<file path="src/rtl/muldiv_unit_if.sv">
// Handshake bundle for muldiv_unit: request side (in_*), operands,
// pipeline kill, and response side (out_*, result, busy).
interface muldiv_unit_if #(
  parameter int XLEN = 32,
  parameter int OP_W = 3
);
  logic            in_valid;
  logic            in_ready;
  logic [OP_W-1:0] op;
  logic [XLEN-1:0] a;
  logic [XLEN-1:0] b;
  logic            flush;
  logic            out_valid;
  logic            out_ready;
  logic [XLEN-1:0] result;
  logic            busy;

  // Requester (pipeline / bench) side
  modport master (
    output in_valid, op, a, b, flush, out_ready,
    input  in_ready, out_valid, result, busy
  );

  // Unit side
  modport slave (
    input  in_valid, op, a, b, flush, out_ready,
    output in_ready, out_valid, result, busy
  );
endinterface

</file>
<file path="src/rtl/muldiv_unit.sv">
// muldiv_unit: iterative RV M-extension unit (MUL/MULH/MULHSU/MULHU/DIV/DIVU/REM/REMU).
// Shift-add multiply and restoring divide, one bit per cycle, on operand
// magnitudes; the sign is applied to the result in the last iteration.
// Divide-by-zero, signed overflow and zero-operand multiplies finish without iterating.
// Optional: define MULDIV_FAST_MUL_EN to compute multiplies combinationally
// from the latched operands (result available one cycle after accept).
module muldiv_unit #(
  parameter int XLEN = 32,
  parameter int OP_W = 3
) (
  input  logic          clk,
  input  logic          rst_n,
  muldiv_unit_if.slave  bus
);

  localparam int CW = $clog2(XLEN) + 1;

  typedef enum logic [1:0] {IDLE, CALC, DONE} state_t;

  state_t              state_reg, state_next;
  logic [2*XLEN-1:0]   acc_reg;      // mul: {partial hi, multiplier}; div: {remainder, quotient}
  logic [XLEN-1:0]     mcand_reg;    // mul: multiplicand magnitude; div: divisor magnitude
  logic [XLEN-1:0]     result_reg;
  logic [OP_W-1:0]     op_reg;
  logic                neg_reg;
  logic [CW-1:0]       cnt_reg;

  // High half of a 2*XLEN product, negated as a whole when neg is set.
  // -(hi:lo) = ~(hi:lo)+1, so the carry into hi exists only when lo is zero.
  function automatic logic [XLEN-1:0] hi_fix(input logic [2*XLEN-1:0] p, input logic neg);
    if (neg) return ~p[2*XLEN-1:XLEN] + XLEN'(p[XLEN-1:0] == '0);
    else     return p[2*XLEN-1:XLEN];
  endfunction

  // ---------------- request decode ----------------
  logic            accept, in_div, in_rem, a_signed, b_signed, sa, sb;
  logic [XLEN-1:0] a_mag, b_mag;
  logic            a_zero, b_zero, a_min, b_m1;
  logic            special;
  logic [XLEN-1:0] special_res;

  assign accept   = bus.in_valid && (state_reg == IDLE) && !bus.flush;
  assign in_div   = bus.op[2];
  assign in_rem   = bus.op[2] && bus.op[1];
  assign a_signed = (bus.op == OP_W'(1)) || (bus.op == OP_W'(2)) ||
                    (bus.op == OP_W'(4)) || (bus.op == OP_W'(6));
  assign b_signed = (bus.op == OP_W'(1)) || (bus.op == OP_W'(4)) || (bus.op == OP_W'(6));
  assign sa       = a_signed && bus.a[XLEN-1];
  assign sb       = b_signed && bus.b[XLEN-1];
  assign a_mag    = sa ? -bus.a : bus.a;
  assign b_mag    = sb ? -bus.b : bus.b;
  assign a_zero   = (bus.a == '0);
  assign b_zero   = (bus.b == '0);
  assign a_min    = (bus.a == {1'b1, {(XLEN-1){1'b0}}});
  assign b_m1     = &bus.b;

  // Detect requests whose answer is known without iterating
  always_comb begin
    special     = 1'b0;
    special_res = '0;
    if (!in_div) begin
`ifdef MULDIV_FAST_MUL_EN
      special = 1'b1;
`else
      special = a_zero || b_zero;
`endif
    end else if (b_zero) begin
      special     = 1'b1;
      special_res = in_rem ? bus.a : '1;
    end else if (a_signed && a_min && b_m1) begin
      special     = 1'b1;
      special_res = in_rem ? '0 : bus.a;
    end
  end

  // ---------------- one iteration step ----------------
  logic [XLEN:0]       mul_sum, div_sh;
  logic                div_ge, last_iter;
  logic [2*XLEN-1:0]   mul_step, div_step, acc_step;
  logic [XLEN-1:0]     calc_res;

  assign mul_sum  = {1'b0, acc_reg[2*XLEN-1:XLEN]} +
                    (acc_reg[0] ? {1'b0, mcand_reg} : {(XLEN+1){1'b0}});
  assign mul_step = {mul_sum, acc_reg[XLEN-1:1]};
  assign div_sh   = acc_reg[2*XLEN-1:XLEN-1];
  assign div_ge   = (div_sh >= {1'b0, mcand_reg});
  assign div_step = div_ge ? {div_sh[XLEN-1:0] - mcand_reg, acc_reg[XLEN-2:0], 1'b1}
                           : {div_sh[XLEN-1:0], acc_reg[XLEN-2:0], 1'b0};
  assign acc_step = op_reg[2] ? div_step : mul_step;
  assign last_iter = (cnt_reg == CW'(XLEN-1));

  // Select and sign-correct the final result from the last step
  always_comb begin
    calc_res = acc_step[XLEN-1:0];
    if (op_reg[2]) begin
      if (op_reg[1]) calc_res = neg_reg ? -acc_step[2*XLEN-1:XLEN] : acc_step[2*XLEN-1:XLEN];
      else           calc_res = neg_reg ? -acc_step[XLEN-1:0] : acc_step[XLEN-1:0];
    end else if (op_reg != '0) begin
      calc_res = hi_fix(acc_step, neg_reg);
    end
  end

  // ---------------- FSM ----------------
  // State register
  always_ff @(posedge clk or negedge rst_n) begin
    if (!rst_n) state_reg <= IDLE;
    else        state_reg <= state_next;
  end

  // Next state and handshake outputs; flush overrides everything
  always_comb begin
    state_next    = state_reg;
    bus.in_ready  = (state_reg == IDLE);
    bus.busy      = (state_reg != IDLE);
    bus.out_valid = (state_reg == DONE);
    case (state_reg)
      IDLE:    if (accept) state_next = special ? DONE : CALC;
      CALC:    if (last_iter) state_next = DONE;
      DONE:    if (bus.out_ready) state_next = IDLE;
      default: state_next = IDLE;
    endcase
    if (bus.flush) state_next = IDLE;
  end

`ifdef MULDIV_FAST_MUL_EN
  logic              fast_mul_reg;
  logic [2*XLEN-1:0] fast_prod;
  assign fast_prod = {{XLEN{1'b0}}, mcand_reg} * {{XLEN{1'b0}}, acc_reg[XLEN-1:0]};

  // Remember whether the held result comes from the combinational multiplier
  always_ff @(posedge clk or negedge rst_n) begin
    if (!rst_n)      fast_mul_reg <= 1'b0;
    else if (accept) fast_mul_reg <= !in_div;
  end

  // Result: combinational product while a multiply is being held, else the register
  always_comb begin
    bus.result = result_reg;
    if (fast_mul_reg && state_reg == DONE)
      bus.result = (op_reg == '0) ? fast_prod[XLEN-1:0] : hi_fix(fast_prod, neg_reg);
  end
`else
  assign bus.result = result_reg;
`endif

  // Datapath: latch magnitudes on accept, iterate in CALC, capture result
  always_ff @(posedge clk or negedge rst_n) begin
    if (!rst_n) begin
      acc_reg    <= '0;
      mcand_reg  <= '0;
      result_reg <= '0;
      op_reg     <= '0;
      neg_reg    <= 1'b0;
      cnt_reg    <= '0;
    end else if (accept) begin
      op_reg  <= bus.op;
      neg_reg <= (in_rem) ? sa : (sa ^ sb);
      cnt_reg <= '0;
      if (in_div) begin
        mcand_reg <= b_mag;
        acc_reg   <= {{XLEN{1'b0}}, a_mag};
      end else begin
        mcand_reg <= a_mag;
        acc_reg   <= {{XLEN{1'b0}}, b_mag};
      end
      if (special) result_reg <= special_res;
    end else if (state_reg == CALC) begin
      acc_reg <= acc_step;
      cnt_reg <= cnt_reg + CW'(1);
      if (last_iter) result_reg <= calc_res;
    end
  end

endmodule

</file>
<file path="src/flat_wrapper.sv">
// flat-port wrapper written by rule: the top's interface ports become plain ports
module muldiv_unit_flat 
#(
  parameter int XLEN = 32,
  parameter int OP_W = 3
)
  (clk, rst_n, bus_in_valid, bus_op, bus_a, bus_b, bus_flush, bus_out_ready, bus_in_ready, bus_out_valid, bus_result, bus_busy);
  muldiv_unit_if #(.XLEN(XLEN), .OP_W(OP_W)) bus_i ();
  input  logic clk;
  input  logic rst_n;
  input wire logic [$bits(bus_i.in_valid)-1:0] bus_in_valid;
  input wire logic [$bits(bus_i.op)-1:0] bus_op;
  input wire logic [$bits(bus_i.a)-1:0] bus_a;
  input wire logic [$bits(bus_i.b)-1:0] bus_b;
  input wire logic [$bits(bus_i.flush)-1:0] bus_flush;
  input wire logic [$bits(bus_i.out_ready)-1:0] bus_out_ready;
  output wire logic [$bits(bus_i.in_ready)-1:0] bus_in_ready;
  output wire logic [$bits(bus_i.out_valid)-1:0] bus_out_valid;
  output wire logic [$bits(bus_i.result)-1:0] bus_result;
  output wire logic [$bits(bus_i.busy)-1:0] bus_busy;
  assign bus_i.in_valid = bus_in_valid;
  assign bus_i.op = bus_op;
  assign bus_i.a = bus_a;
  assign bus_i.b = bus_b;
  assign bus_i.flush = bus_flush;
  assign bus_i.out_ready = bus_out_ready;
  assign bus_in_ready = bus_i.in_ready;
  assign bus_out_valid = bus_i.out_valid;
  assign bus_result = bus_i.result;
  assign bus_busy = bus_i.busy;
  muldiv_unit #(.XLEN(XLEN), .OP_W(OP_W)) u_core (.clk(clk), .rst_n(rst_n), .bus(bus_i));
endmodule
</file>
<file path="config.mk">
export PLATFORM = sky130hd
export DESIGN_NAME = muldiv_unit_flat
export DESIGN_NICKNAME = d
export VERILOG_FILES = /design/src/rtl/muldiv_unit_if.sv /design/src/rtl/muldiv_unit.sv /design/src/flat_wrapper.sv
export SDC_FILE = /design/constraint.sdc
export NUM_CORES = 1
export LEC_CHECK = 0
export ABC_CLOCK_PERIOD_IN_PS = 6260
export CORE_MARGIN = 1
export CORE_UTILIZATION = 47
export CTS_CLUSTER_SIZE = 12
export DETAILED_ROUTE_END_ITERATION = 6
export PLACE_DENSITY = 0.75
export SETUP_SLACK_MARGIN = 0.15
export SYNTH_ARGS = -nofsm -noshare
export SYNTH_HDL_FRONTEND = slang
export SYNTH_SLANG_ARGS = --single-unit
</file>
<file path="constraint.sdc">
create_clock -name clk -period 6.26 [get_ports clk]
set_input_delay 0.939 -clock clk [delete_from_list [all_inputs] [get_ports clk]]
set_output_delay 0.939 -clock clk [all_outputs]
set_load 0.005 [all_outputs]
</file>
==> results.cfg <==
[sta]
worst_max_slew_pin_slew_ns = 1.42
timing.slew.headroom_pct = 4.84
clock_skew_ns = 0.0196
maxSlewViolCount = 0
final_period_minus_worst_setup_slack_ns = 5.75
final.setup.worst_slack_ns = 0.506
setup_violations = 0
timing.fmax_mhz = 174
timing.final.hold_violations = 0
period_share_pct = 91.9
hold-worst-slack_ns = 0.479
rsz0062_at_grt = false
total_negative_setup_slack_ns = 0

[yosys]
async_flop_share_pct = 100
synth_enable_flop_cells = 0
synth_sequential_area_ratio_pct = 21.1
synth.top_cells.by_area = sky130_fd_sc_hd__dfrtp_1 (21%), sky130_fd_sc_hd__o21ai_0 (6.9%), sky130_fd_sc_hd__nand2_1 (6.1%)
mappedNetlistNets = 2425
postSynthAreaPerCell_um2 = 7.28
ffs_latches_synth = 140
mappedNetlistArea_um2 = 16600
yosysWarnings = 0
top_flip_flop_cell_by_instance_count_after_synthesis = sky130_fd_sc_hd__dfrtp_1
postSynthCellCount = 2278
synth_cell_type_count = 100
netlist.top_cell.by_area = sky130_fd_sc_hd__dfrtp_1
synth_top_area_share_pct = 21.1

[critical_path]
path_buf_inv = 1
setup.worst_path.class = register to register
critical_path.reg2reg.endpoint = u_core.bus.result[30]$_DFFE_PN0P_
worst_setup_end_kind = register
critical_path_required_ns = 6.63
critPathMaxFanout = 12
path_delay_family = compound AO/OA/AOI/OAI gates
path_common_cell = sky130_fd_sc_hd__ha_1
largest_stage_delay_worst_path_ns = 0.46
cp-startpoint = u_core.acc_reg[32]$_DFFE_PN0P_
rr_startpoint = u_core.acc_reg[32]$_DFFE_PN0P_
crit_end = u_core.bus.result[30]$_DFFE_PN0P_
master_of_the_slowest_instance_on_the_critical_path = sky130_fd_sc_hd__dfrtp_1
path_cells = ha_1 > nor2b_1 > o31ai_1 > a211o_1 > o221a_2 > a31oi_1 > inv_1 > ha_1 > nand2_1 > nor2_1 > nand4_1 > nor3_2 > ha_1 > ha_1 > nand4_1 > or2_1 > o32a_1 > o31ai_1 > o21ai_1 > o21ai_1
reg2reg_setup_slack_ns = 0.51
path_depth_of_the_worst_reg2reg_path = 20
crit_cells = 20
crit_path_start_kind = register
critical_path_arrival_ns = 6.12

[grt]
grt_pass1_vias = 17200
grt_start_max_net_pins = 96
tot_gr_track_use_pct = 38.8
antenna_found_initial = 3
grt_first_pass_wirelength_um = 106000
global_route.overflow_total = 0

[layout]
post-route-util_pct = 54.1
area.sequential_um2 = 3510
final.fill_count = 3342
multi_input_comb_area_um2 = 12200
finalNetCount = 2453
synth_to_layout_area_growth_pct = 12.9
post_route_cells_drive_above_1_share_pct = 6.86
largest_reg_flops = 64

[route]
finalWirelength_um = 69800
dr_total_vias = 18700
remaining_drc_errors = 0
firstDrtPassIters = 6
drt_iter0_drc = 2586
viasPerCell = 6.73
routedWlPerCell_um = 25.2
antenna_left = 0

[floorplan]
floorplan.io_pins = 107
floorplan.die.width_um = 190
initial_core_util_pct = 47.9
dieArea_um2 = 36000
design.core.area_um2 = 34600
fp-row-count = 68
fp.dieH_um = 190

[min_path]
worst_hold_path_type = register to register

[clock_tree]
cts_tree = built
cts.hold.buffers_added = 0
clockRootBuffer = sky130_fd_sc_hd__clkbuf_16
numClockSinks = 140
clk_pin_slew_worst_paths_ns = 0.06
numCtsBuffers = 17
cts-htree-levels = 4
clk-insertion-delay-late_ns = 0.46
cts-root-to-sink-buffers = 2

[place]
io_buffer_count = 106
dpl.hpwl_um = 54700
placement.setup.worst_slack_ns = 0.452
globalplace.congestion = 1.06

[power]
power.ir.vdd_worst_mv = 0.313
power_per_cell_area_nw_per_um2 = 526
power.leakage_nw = 7.34

[status]
outcome = finished clean

[flow_run]
drv_cap = 0
[per-layer routing]
metal | up-vias | part of all wire, % | global-route usage (%)
met4 | 2 | 6.1 | 21.2
met3 | 203 | 11 | 8.78
met1 | 8845 | 41 | 52.3
met2 | 1154 | 42 | 57.1
met5 | - | 0.016 | 0.412
li1 | 8460 | - | -
[final cells by class]
class / instances / share of cell area, %
Clock buffer: 18 / 2.35
Inverter: 73 / 1.46
Antenna cell: 1 / 0.0134
Timing Repair Buffer: 163 / 8.00
Sequential cell: 140 / 18.7
Multi-Input combinational cell: 1911 / 65.2
Tap cell: 455 / 3.04
Clock inverter: 14 / 1.16
[through the flow]
step / cell area [um2] / power, W / instances
final: 18700 / 0.00984 / 2775
after detailed placement: 18000 / 0.00837 / 2741
after floorplan: 16600 / 0.00613 / 2278
after global placement: 18000 / 0.00831 / 2741
after CTS: 18700 / 0.00956 / 2773
after global routing: 18700 / 0.0104 / 2774
[cells in the final DEF, fill, tap and decap left out, types with 14 or more instances in the layout]
master	count
sky130_fd_sc_hd__a211oi_1	31
sky130_fd_sc_hd__a21o_1	29
sky130_fd_sc_hd__a21oi_1	159
sky130_fd_sc_hd__a31oi_1	32
sky130_fd_sc_hd__and2_1	49
sky130_fd_sc_hd__buf_4	56
sky130_fd_sc_hd__clkbuf_16	17
sky130_fd_sc_hd__clkdlybuf4s50_1	104
sky130_fd_sc_hd__dfrtp_1	138
sky130_fd_sc_hd__ha_1	73
sky130_fd_sc_hd__inv_1	70
sky130_fd_sc_hd__mux2i_1	56
sky130_fd_sc_hd__nand2_1	270
sky130_fd_sc_hd__nand2b_1	18
sky130_fd_sc_hd__nand3_1	83
sky130_fd_sc_hd__nand4_1	49
sky130_fd_sc_hd__nor2_1	197
sky130_fd_sc_hd__nor3_1	48
sky130_fd_sc_hd__nor4_1	20
sky130_fd_sc_hd__o211ai_1	54
sky130_fd_sc_hd__o21ai_0	227
sky130_fd_sc_hd__o221ai_1	20
sky130_fd_sc_hd__o31ai_1	21
sky130_fd_sc_hd__or2_2	14
sky130_fd_sc_hd__or3_1	19
sky130_fd_sc_hd__xnor2_1	97
sky130_fd_sc_hd__xor2_1	61
[kinds of logic after synthesis]
logic type                 share of synthesized area, %
xor gates and xnor gates                           8.35
buffers and inverters                              5.42
DFF                                                21.1
adders and majority gates                          5.75
muxes                                              4.20
AOI/OAI and AO/OA                                  30.5
and+or+nand+nor                                    24.7
[report_power, final]
part | internal [W] | switching (W)
clock network | 0.000719 | 0.000459
registers | 0.00115 | 0.000377
logic | 0.00248 | 0.00466
[cells in the mapped netlist, drive strengths merged (9+ instances only)]
library cell	n
a2111oi	10
a211oi	32
a21boi	10
a21o	30
a21oi	160
a221oi	9
a22oi	10
a311oi	9
a31oi	33
and2	52
buf	52
clkbuf	102
dfrtp	140
ha	73
inv	72
mux2	10
mux2i	56
nand2	272
nand2b	19
nand3	83
nand3b	10
nand4	51
nor2	198
nor2b	10
nor3	52
nor4	22
o211a	9
o211ai	54
o21a	10
o21ai	237
o221ai	21
o22ai	13
o31ai	22
o41ai	11
or2	19
or3	19
or4	10
xnor2	97
xor2	61
[worst min-delay path: cells and delay by family (launching register included)]
kind,cells,cell delay (ns)
simple gates,2,0.11
flops,1,0.34
[worst min-delay path by stage]
stage,startpoint,to,slack (ns),depth (start not counted)
floorplan,u_core.op_reg[0]$_DFFE_PN0P_,u_core.op_reg[0]$_DFFE_PN0P_,0.44,2
global placement,u_core.op_reg[0]$_DFFE_PN0P_,u_core.op_reg[0]$_DFFE_PN0P_,0.46,2
detailed placement,u_core.op_reg[0]$_DFFE_PN0P_,u_core.op_reg[0]$_DFFE_PN0P_,0.46,2
CTS,u_core.op_reg[0]$_DFFE_PN0P_,u_core.op_reg[0]$_DFFE_PN0P_,0.48,2
global route,u_core.op_reg[0]$_DFFE_PN0P_,u_core.op_reg[0]$_DFFE_PN0P_,0.50,2
finish,u_core.op_reg[0]$_DFFE_PN0P_,u_core.op_reg[0]$_DFFE_PN0P_,0.48,2
[timing repair]
item / in CTS / in global routing
endpoints found under the setup margin: 0 / 10
buffers inserted: 0 / 1
gates resized for setup: 0 / 3
No activity file was read; power rests on OpenSTA's default activity.
